--- src/rtl/generic_bus_arbiter.sv ---
// Round-robin arbiter sharing one GenericBus subordinate port among NumMgrs managers.
// The grant is held for a whole transfer (every beat of a burst) before re-arbitrating.
module generic_bus_arbiter #(
  parameter int DataWidth = 32,
  parameter int AddrWidth = 32,
  parameter int ProtWidth = 4,
  parameter int NumMgrs   = 4,
  localparam int StrbWidth = DataWidth / 8,
  localparam int IdxW      = $clog2(NumMgrs)
) (
  input  logic                           clk,
  input  logic                           nReset,

  input  logic [NumMgrs-1:0]             mgr_wEn,
  input  logic [NumMgrs-1:0]             mgr_rEn,
  input  logic [NumMgrs*AddrWidth-1:0]   mgr_addr,
  input  logic [NumMgrs*DataWidth-1:0]   mgr_wData,
  input  logic [NumMgrs*StrbWidth-1:0]   mgr_wStrb,
  input  logic [NumMgrs-1:0]             mgr_isBurst,
  input  logic [NumMgrs*2-1:0]           mgr_burstType,
  input  logic [NumMgrs*8-1:0]           mgr_burstLen,
  input  logic [NumMgrs-1:0]             mgr_nonSec,
  input  logic [NumMgrs*ProtWidth-1:0]   mgr_prot,
  output logic [NumMgrs*DataWidth-1:0]   mgr_rData,
  output logic [NumMgrs-1:0]             mgr_error,
  output logic [NumMgrs-1:0]             mgr_busy,

  output logic                           bus_wEn,
  output logic                           bus_rEn,
  output logic [AddrWidth-1:0]           bus_addr,
  output logic [DataWidth-1:0]           bus_wData,
  output logic [StrbWidth-1:0]           bus_wStrb,
  output logic                           bus_isBurst,
  output logic [1:0]                     bus_burstType,
  output logic [7:0]                     bus_burstLen,
  output logic                           bus_nonSec,
  output logic [ProtWidth-1:0]           bus_prot,
  input  logic [DataWidth-1:0]           bus_rData,
  input  logic                           bus_error,
  input  logic                           bus_busy,

  output logic [NumMgrs-1:0]             grant
);

  typedef enum logic {
    S_IDLE = 1'b0,
    S_OWN  = 1'b1
  } state_t;

  localparam logic [NumMgrs-1:0] GrantLsb  = NumMgrs'(1);
  localparam logic [IdxW-1:0]    LastInit  = IdxW'(NumMgrs - 1);

  state_t              state_q;
  logic [NumMgrs-1:0]  grant_q;
  logic [IdxW-1:0]     owner_q;
  logic [IdxW-1:0]     last_q;
  logic [7:0]          beats_q;

  logic [NumMgrs-1:0]  req;
  logic                win_found;
  logic [IdxW-1:0]     win_idx;
  logic                beat_done;
  logic                final_beat;
  logic                release_own;

  // Per-manager views of the packed input vectors, indexed by owner.
  logic [AddrWidth-1:0] addr_a   [NumMgrs];
  logic [DataWidth-1:0] wdata_a  [NumMgrs];
  logic [StrbWidth-1:0] wstrb_a  [NumMgrs];
  logic [1:0]           btype_a  [NumMgrs];
  logic [7:0]           blen_a   [NumMgrs];
  logic [ProtWidth-1:0] prot_a   [NumMgrs];

  for (genvar g = 0; g < NumMgrs; g++) begin : g_mgr
    assign addr_a[g]  = mgr_addr[g*AddrWidth +: AddrWidth];
    assign wdata_a[g] = mgr_wData[g*DataWidth +: DataWidth];
    assign wstrb_a[g] = mgr_wStrb[g*StrbWidth +: StrbWidth];
    assign btype_a[g] = mgr_burstType[g*2 +: 2];
    assign blen_a[g]  = mgr_burstLen[g*8 +: 8];
    assign prot_a[g]  = mgr_prot[g*ProtWidth +: ProtWidth];

    // Only the current owner sees the subordinate's response; everyone else stalls.
    assign mgr_rData[g*DataWidth +: DataWidth] = grant_q[g] ? bus_rData : '0;
    assign mgr_error[g] = grant_q[g] & bus_error;
    assign mgr_busy[g]  = grant_q[g] ? bus_busy : 1'b1;
  end

  assign req   = mgr_wEn | mgr_rEn;
  assign grant = grant_q;

  function automatic logic [IdxW-1:0] rr_idx(input logic [IdxW-1:0] base, input int offset);
    return IdxW'((int'(base) + offset) % NumMgrs);
  endfunction

  // Scan last+1, last+2, ... so the previous owner is considered last.
  always_comb begin
    // NOTE: every combinational output gets a default first so no path can infer a latch.
    win_found = 1'b0;
    win_idx   = '0;
    for (int k = 1; k <= NumMgrs; k++) begin
      if (!win_found && req[rr_idx(last_q, k)]) begin
        win_found = 1'b1;
        win_idx   = rr_idx(last_q, k);
      end
    end
  end

  always_comb begin
    bus_wEn       = 1'b0;
    bus_rEn       = 1'b0;
    bus_addr      = '0;
    bus_wData     = '0;
    bus_wStrb     = '0;
    bus_isBurst   = 1'b0;
    bus_burstType = '0;
    bus_burstLen  = '0;
    bus_nonSec    = 1'b0;
    bus_prot      = '0;
    if (state_q == S_OWN) begin
      bus_wEn       = mgr_wEn[owner_q];
      bus_rEn       = mgr_rEn[owner_q];
      bus_addr      = addr_a[owner_q];
      bus_wData     = wdata_a[owner_q];
      bus_wStrb     = wstrb_a[owner_q];
      bus_isBurst   = mgr_isBurst[owner_q];
      bus_burstType = btype_a[owner_q];
      bus_burstLen  = blen_a[owner_q];
      bus_nonSec    = mgr_nonSec[owner_q];
      bus_prot      = prot_a[owner_q];
    end
  end

  assign beat_done  = (bus_wEn | bus_rEn) & ~bus_busy;
  // An error terminates a burst early, same as its natural final beat.
  assign final_beat = beat_done & (~bus_isBurst | (beats_q == bus_burstLen) | bus_error);
  assign release_own = final_beat | ~req[owner_q];

  always_ff @(posedge clk or negedge nReset) begin
    if (!nReset) begin
      state_q <= S_IDLE;
      grant_q <= '0;
      owner_q <= '0;
      last_q  <= LastInit;
      beats_q <= '0;
    end else begin
      // NOTE: sequential state uses non-blocking assignments so every register samples pre-edge values.
      case (state_q)
        S_IDLE: begin
          if (win_found) begin
            state_q <= S_OWN;
            grant_q <= GrantLsb << win_idx;
            owner_q <= win_idx;
            beats_q <= '0;
          end
        end
        S_OWN: begin
          if (release_own) begin
            state_q <= S_IDLE;
            grant_q <= '0;
            last_q  <= owner_q;
          end else if (beat_done && bus_isBurst) begin
            beats_q <= beats_q + 8'd1;
          end
        end
        default: begin
          state_q <= S_IDLE;
          grant_q <= '0;
        end
      endcase
    end
  end

endmodule

--- config.mk ---
export PLATFORM = sky130hd
export DESIGN_NAME = generic_bus_arbiter
export DESIGN_NICKNAME = d
export VERILOG_FILES = /design/src/rtl/generic_bus_arbiter.sv
export SDC_FILE = /design/constraint.sdc
export NUM_CORES = 1
export LEC_CHECK = 0
export ABC_AREA = 1
export CAP_MARGIN = 40
export CORE_AREA = 4 4 236 238
export CTS_BUF_LIST = sky130_fd_sc_hd__clkbuf_16
export DETAILED_ROUTE_END_ITERATION = 10
export DIE_AREA = 0 0 240 242
export PLACE_DENSITY_LB_ADDON = 0.08
export SYNTH_ARGS = -nofsm -noshare
export SYNTH_HDL_FRONTEND = slang
export SYNTH_SLANG_ARGS = --single-unit
--- constraint.sdc ---
create_clock -name clk -period 4.3 [get_ports clk]
set_input_delay 0.86 -clock clk [delete_from_list [all_inputs] [get_ports clk]]
set_output_delay 0.86 -clock clk [all_outputs]
set_load 0.01 [all_outputs]
======== Yosys cells after proc, flatten, opt, wreduce, memory -nomap -nowiden ========
Index checks and enable logic that the tools add are counted.
word-level totals
  register bits ........................... 17
  output and inout bits ................... 226
  word-level logic and storage cells ...... 121
cells by class
  add/subtract/negate cells ............... 5
  order comparisons ....................... 6
  equal/unequal tests ..................... 5
  shift-type cells ........................ 1
  mux-type cells .......................... 72
  bitwise operators ....................... 16
  reductions and logical operators ........ 11
operators with widths
  cell                 count
  $mux 32              10
  $bmux 32 s2          2
  $mux 8               6
  $mux 4               8
  $mux 1               23
  $bmux 1 s2           9
  $bmux 4 s2           2
  $bmux 8 s2           1
  $pmux 8 s2           1
  $lt 2x3->1 const B   5
  $mux 2               7
  $add 8x1->8 const B  1
  $eq 8x8->1           1
  $pmux 4 s2           1
  $and 1x1->1          6
  $reduce_and 2->1     3
  $add 2x1->2 const B  2
  $add 2x2->2 const B  2
  $bmux 2 s2           1
  $logic_and 1x1->1    4
  $ne 2x1->1 const B   2
  $ne 2x2->1 const B   2
  $not 1->1            4
  $or 1x1->1           4
  7 further kinds      9

======== Logic depth before layout (Yosys ltp) ========
Gate-level depths: netlist (run 1).
  depth after elaboration ................. 16
  gate-level depth with buffers ........... 19
  mapped depth without buffers ............ 18

======== Worst setup path before layout (run 1) ========
OpenSTA, ideal clock, no wires.
  kind .................................... register to output
  from .................................... register state_q
  to ...................................... output port bus_addr[0]
  data arrival time ....................... 1.573 ns
  required time ........................... 3.440 ns
  setup slack ............................. 1.867 ns
  stages on the path, launching flop included .. 7
  cells stage by stage .................... dfrtp_1 > clkbuf_1 > inv_1 > clkbuf_1 > clkbuf_1 > clkbuf_1 > a21oi_1
between the ends
  cells in the longest elaborated chain, start to end .. 1
RTL lines
  what                    line  text
  start, declared         53    state_t state_q;
  start signal, assigned  140   state_q <= S_IDLE;
  start signal, assigned  150   state_q <= S_OWN;
  start signal, assigned  158   state_q <= S_IDLE;
  $mux 32                 119   if (state_q == S_OWN) begin
  end, declared           30    output logic [AddrWidth-1:0] bus_addr,
Every way passes these cells.

======== Worst setup path in the final report (run 1) ========
  from .................................... register owner_q[1]
  to ...................................... output port bus_addr[18]
between the ends
  cells in the longest elaborated chain, start to end .. 5
RTL lines
  what                                         line  text
  start, declared                              55    logic [IdxW-1:0] owner_q;
  start signal, assigned                       152   owner_q <= win_idx;
  $not 2->3 (implied by the code)              122   bus_addr = addr_a[owner_q];
  $bmux 32 s2                                  122
  $mux 32 (implied by the code) (2 in series)  122
  $mux 32                                      119
Every way passes these cells. The select of a mux whose other input is x is not followed.

==> metrics, run 1 <==
run status complete, no violations; r2r setup slk 1.34 ns; Yosys reg bits 17; WP data arrival 2.73 ns; Synth Area in XOR/XNOR 0.00164; Crit. End Element output pin; vias in the first global route 8934; family with the most delay on the worst path buffers and inverters; sequential share of the synthesized area 0.0802; worst slew pin tran about 0.83 ns; Fin Setup TNS 0 ns; first-pass GRT wire length 59700 um; R2R cell count 17; final WL ~42000 um; complex-gate fraction of the synthesized area 0.251; sum of buffers and inverters on the critical path 3; Slew Viols, Final 0; Crit-path slowest cell dfrtp_4; die area roughly 0.058 sq mm; # hold bufs at CTS 0; DIE WIDTH 240 um; final setup fails 0; Worst-path clk slew around 0.060 ns; largest net degree at the start of global routing 92; I/O pin total 606; post-CTS setup buffers 0; DR WL/cell roughly 17 um; Mapped Cells 1193; cell area after synthesis 0.00534 sq mm; Via density 3.71; DP Cell Count 2422; Distinct cells, synth 29; GRT Overall Usage 0.134; Resize count post-CTS 0; Adder-Cell Fraction of Synth Area 0.00234; port buffer count around 610; worst path cell trace clkinv_2 > buf_12 > nor2_1 > o21ai_0 > a21oi_1 > clkdlybuf4s50_1; Crit Path Max Fanout 51; fmax 278 MHz; Reg2Reg Launch Point owner_q[0]$_DFFE_PN0P_; power per cell area 507 mW/mm^2; Req. time, crit path 3.44 ns; initial antenna violation count 18; largest family of logic cells by synthesized area simple AND/OR/NAND/NOR gates; count of non-filler cells in the finished layout approximately 2400; Antenna Violating Nets Remaining 0; Starting Density 0.0996; hold path start last_q[1]$_DFFE_PN1P_; RSZ-0062 raised after global routing no; CTS buffer count 3; Yosys warnings 0; Worst Setup Path Type flop to output pin; worst rel slew slack 0.448; First-pass DRT Iterations 4; final instance area 0.0122 sq mm; Core Area around 0.054 sq mm; max cap viols 0; 1st-iter DRT viols 313; H-tree depth 1; Hold Crit Depth 2; Total Power 6.19 mW; top cells by area, synth nor2_1 23%, nand2_1 19%, o21ai_0 16%, inv_1 13%, a21oi_1 8.2%; CP Launch Type flop; synthesized area per cell ~4.5 sq um; Post-Syn Nets 1574; deepest clock path buffer count 2; Final HPWL DP ~34000 um; R2R Path End beats_q[7]$_DFFE_PN0P_; simple-gate share of the synthesized area 0.464; via count between 9000 and 10000; drt drc 0; Die Ht around 240 um; Root Buffer clkbuf_16; Final Critical Period about 3.6 ns; cell area after placement 0.0121 sq mm; Min-Delay Path Class flop to flop; final hold vios 0; Area growth syn-to-layout 129%; grt ovf 0; Final period util 0.835; TritonCTS clock tree yes; Placement Rows 85; clock skew 0.00379 ns; Nets about 2100; Worst-Skew Late Latency between 0.2 and 0.3 ns; Worst path max stage delay 0.60 ns; leak pwr 5.66 nW; mux share of post-synthesis cell area 0; placer congestion estimate approximately 0.79; Synth top area share 0.229; area leader, netlist nor2_1; layout cells sized above 1 0.0214; worst vdd ir between 0.00015 and 0.0002 V; CTS sink cnt 17; Hold EP last_q[1]$_DFFE_PN1P_
[worst max-delay path by stage]
stage	startpoint	slack (ns)	to	cells after the start
floorplan	state_q$_DFF_PN0_	1.87	bus_addr[0]	6
global placement	mgr_wStrb[7]	0.52	bus_wStrb[3]	4
detailed placement	mgr_wStrb[3]	0.76	bus_wStrb[3]	7
CTS	owner_q[1]$_DFFE_PN0P_	0.63	bus_addr[30]	6
global route	owner_q[1]$_DFFE_PN0P_	0.49	bus_addr[6]	6
finish	owner_q[1]$_DFFE_PN0P_	0.71	bus_addr[18]	6
[synthesized netlist by cell type]
cell type	instances
nand2_4	1
o22a_1	1
or2_1	1
buf_2	15
o211ai_1	2
o21ai_0	170
buf_6	2
o21ai_2	1
buf_1	14
nand4_1	8
inv_1	184
ha_1	1
o21ai_1	4
nand2_1	265
a21oi_1	87
nand3_2	1
nor4_1	2
xnor2_1	1
dfstp_2	2
inv_2	2
clkbuf_1	52
or2_0	1
nand3_1	23
buf_4	4
nor3_1	4
dfrtp_1	15
nand2_2	3
nor2_2	1
nor2_1	326
[cell type report]
| class | instances | area (sq um) |
|---|---|---|
| Clock inverter | 1 | 7.51 |
| Inverter | 186 | 703 |
| Multi-Input combinational cell | 903 | 3830 |
| Antenna cell | 8 | 20.0 |
| Sequential cell | 17 | 440 |
| Tap cell | 696 | 871 |
| Timing Repair Buffer | 620 | 6260 |
| Fill cell | 6158 | 41400 |
| Clock buffer | 3 | 75.1 |
[state kept, by name, indices dropped and copies added (netlist names)]
name     count
owner_q      2
beats_q      8
state_q      1
last_q       2
grant        4
[stage by stage]
| stage | util | hold WS [ns] | setup slack [ns] |
|---|---|---|---|
| after detailed placement | 0.226 | 0.519 | 0.762 |
| after CTS | 0.227 | 0.528 | 0.630 |
| after global placement | 0.225 | 0.514 | 0.515 |
| after floorplan | - | 0.486 | 1.87 |
| after global routing | 0.228 | 0.567 | 0.493 |
| final | 0.228 | 0.523 | 0.709 |
[power breakdown]
group          switching (mW)  total, mW  leakage [nW]  internal [mW]
logic                    3.03       5.52          5.41           2.49
clock network          0.0677      0.193        0.0372          0.126
registers               0.253      0.476         0.211          0.223
total                    3.35       6.19          5.66           2.84
[kinds of logic after synthesis]
group,after synthesis
flip-flops,17
AND/OR/NAND/NOR,636
buffers and inverters,273
XOR/XNOR,1
adder cells (fa/ha/maj),1
AO/OA/AOI/OAI,265
[routing by layer]
| metal | part of all wire | global-route usage | wire (um) |
|---|---|---|---|
| met5 | 0.0024 | 0 | 103 |
| met2 | 0.51 | 0.253 | 21600 |
| met4 | 0.0093 | 0.0182 | 391 |
| met1 | 0.38 | 0.145 | 15900 |
| met3 | 0.096 | 0.0511 | 4030 |
[placed cells by master, fill, tap and decap left out, drive strengths merged]
master         instances
clkdlybuf4s50        605
nor2                 327
nand2                269
inv                  184
o21ai                175
a21oi                 87
nand3                 24
dfrtp                 15
buf                   15
diode                  8
nand4                  8
nor3                   4
clkbuf                 3
clkinv                 2
o211ai                 2
nor4                   2
dfstp                  2
or2                    2
o22a                   1
xnor2                  1
ha                     1
clkinvlp               1
[worst register-to-register path: cells and delay by family (launching register included)]
family | cells | cell delay (ns)
DFF | 1 | 0.63
AOI/OAI and AO/OA | 1 | 0.29
buffers and inverters | 2 | 0.61
and+or+nand+nor | 14 | 1.33
No activity file was read; power rests on OpenSTA's default activity.
==> run 2: changes to the inputs <==
- CORE_AREA: 4 4 236 238 -> 4 4 235 237
- DIE_AREA: 0 0 240 242 -> 0 0 239 241
- clock period: 4.3 -> 3.1 ns (I/O delays scaled with it)
==> run 2 against run 1 <==
  * Count of clock-buffer cells in the layout stayed put
  * Flip-flop and latch count stayed put
  * Worst hold slack worse by 0.015 ns
  * Largest power group unchanged
  * Clock power is 37% higher
  * Largest cell class unchanged
==> metrics, run 2 (synthesis gave the netlist of run 1 again) <==
R2R cell count 18 (+1); die area 0.0576 sq mm (-0.83%); GRT Overall Usage 0.135 (+0.000478); post-CTS setup buffers 0 (unchanged); worst slew pin tran 0.726 ns (-0.102 ns); Root Buffer clkbuf_16; final setup fails 0 (unchanged); TritonCTS clock tree yes; power per cell area 718 mW/mm^2 (+42%); CTS buffer count 3 (unchanged); Fin Hold WS 0.508 ns (-0.0150 ns); worst rel slew slack 0.515 (+0.0662); initial antenna violation count 22 (+4); most common cell after layout, fill and taps aside clkdlybuf4s50_1; grt ovf 0 (unchanged); first-pass GRT wire length 59800 um (about the same); layout cells sized above 1 0.0336 (+0.0122); CTS sink cnt 17 (unchanged); hold path start grant[2]$_DFFE_PN0P_; Req. time, crit path 2.48 ns (-0.96 ns); Crit Path Max Fanout 15 (-71%); Via density 3.75 (+0.90%); met2 routed WL 21600 um (+0.16%); final hold vios 0 (unchanged); Placement Rows 85 (unchanged); Crit. End Element output pin; largest net degree at the start of global routing 76 (-17%); placer congestion estimate 0.805 (+2.1%); Min-Delay Path Class flop to flop; Hold Crit Depth 2 (unchanged); Hold EP grant[2]$_DFFE_PN0P_; port buffer count 605 (unchanged); via count 9235 (+2.1%); family with the most delay on the worst path buffers and inverters; Slew Viols, Final 0 (unchanged); worst path cell trace clkinv_2 > buf_4 > nor2_1 > o21ai_0 > a21oi_1 > clkdlybuf4s50_1; RSZ-0062 raised after global routing yes; Core Area 0.0533 sq mm (-0.60%); Starting Density 0.100 (+0.000596); wire length on met3 4030 um (+0.17%); Die Ht 241 um (-0.41%); r2r setup slk 0.59 ns (-0.75 ns); 1st-iter DRT viols 362 (+16%); Final HPWL DP 35300 um (+3.8%); leak pwr 5.88 nW (+3.8%); Worst Setup Path Type flop to output pin; Worst path max stage delay 0.56 ns (-0.04 ns); Crit-path slowest cell clkdlybuf4s50_1; DIE WIDTH 239 um (-0.42%); run status complete, no violations; Sequential Area 435 sq um (-1.1%); Area growth syn-to-layout 134%; Metal-1 WL 16300 um (+2.4%); Fin Setup TNS 0 ns (unchanged); H-tree depth 1 (unchanged); Reg2Reg Launch Point owner_q[0]$_DFFE_PN0P_; deepest clock path buffer count 2 (unchanged); area of the multi-input gates 0.00383 sq mm (unchanged); Antenna Violating Nets Remaining 0 (unchanged); final WL 42600 um (+1.3%); WP data arrival 2.39 ns (-0.34 ns); worst vdd ir 0.000386 V (+94%); Nets 2137 (+1.2%); R2R Path End beats_q[3]$_DFFE_PN0P_; fmax 333 MHz; Worst-path clk slew 0.06 ns (about the same); sum of buffers and inverters on the critical path 3 (unchanged); vias in the first global route 9180 (+2.8%); most flop-heavy register beats_q; fill count 6152 (-0.097%); commonest non-fill, non-tap cells in the layout 600 x clkdlybuf4s50_1, 326 x nor2_1, 265 x nand2_1, 183 x inv_1, 169 x o21ai_0; First-pass DRT Iterations 5 (+1); max layer used met5; clock skew 0.00587 ns (+0.00208 ns); drt drc 0 (unchanged); max cap viols 0 (unchanged); Final Critical Period 3.01 ns; Final period util 0.970; Worst-Skew Late Latency 0.25 ns (about the same); max reg flops 8 (unchanged); I/O pin total 606 (unchanged); CP Launch Type flop; DR WL/cell 17.3 um (about the same)
[run 2: power by group]
group          total [mW]  switching, mW  internal (mW)
clock network       0.264         0.0914          0.173
registers           0.408         0.0971          0.311
logic                8.30           4.57           3.73
[run 2: repair_timing]
item	in CTS	in global routing
endpoints found under the setup margin	0	11
resized for setup	0	10
hold buffers	0	0
[run 2: worst min-delay path: cells and delay by family (launching register included)]
family	cells	cell delay (ns)
and+or+nand+nor	2	0.13
DFF	1	0.35
[run 2: per-stage QoR]
step,instance area [sq um],util,std cells,worst slack (ns),power (mW)
finish,12500,0.234,2464,0.0938,8.97
global placement,12300,0.231,2446,0.106,8.90
global route,12500,0.234,2461,-0.0398,9.96
floorplan,5340,-,1193,0.907,4.45
CTS,12400,0.233,2450,0.00467,9.14
detailed placement,12300,0.231,2446,0.106,8.82
[run 2: final cells by class]
cell class | instances | share of cell area
repair buffers | 645 | 0.523
flip-flops and latches | 17 | 0.0349
clock inverters | 1 | 0.000401
diodes | 13 | 0.00260
clock buffers | 3 | 0.00601
well taps | 696 | 0.0697
inverters | 186 | 0.0565
multi-input cells | 903 | 0.307
[run 2: metal layers]
metal  up-vias  global-route usage
li1       4786                   -
met1      4038               0.150
met2       359               0.244
met3        36              0.0530
met4        16              0.0287
met5         -                   0
[run 2: worst max path at each step]
stage                         to                    from  cells after the start  slack [ns]
finish              bus_addr[14]  owner_q[1]$_DFFE_PN0P_                      6        0.09
global route         bus_isBurst  owner_q[1]$_DFFE_PN0P_                      6       -0.04
CTS                 bus_addr[16]  owner_q[0]$_DFFE_PN0P_                      6       0.005
detailed placement   bus_isBurst          mgr_isBurst[2]                      6        0.11
global placement         bus_rEn              mgr_rEn[1]                      6        0.11
floorplan            bus_addr[0]       state_q$_DFF_PN0_                      6        0.91
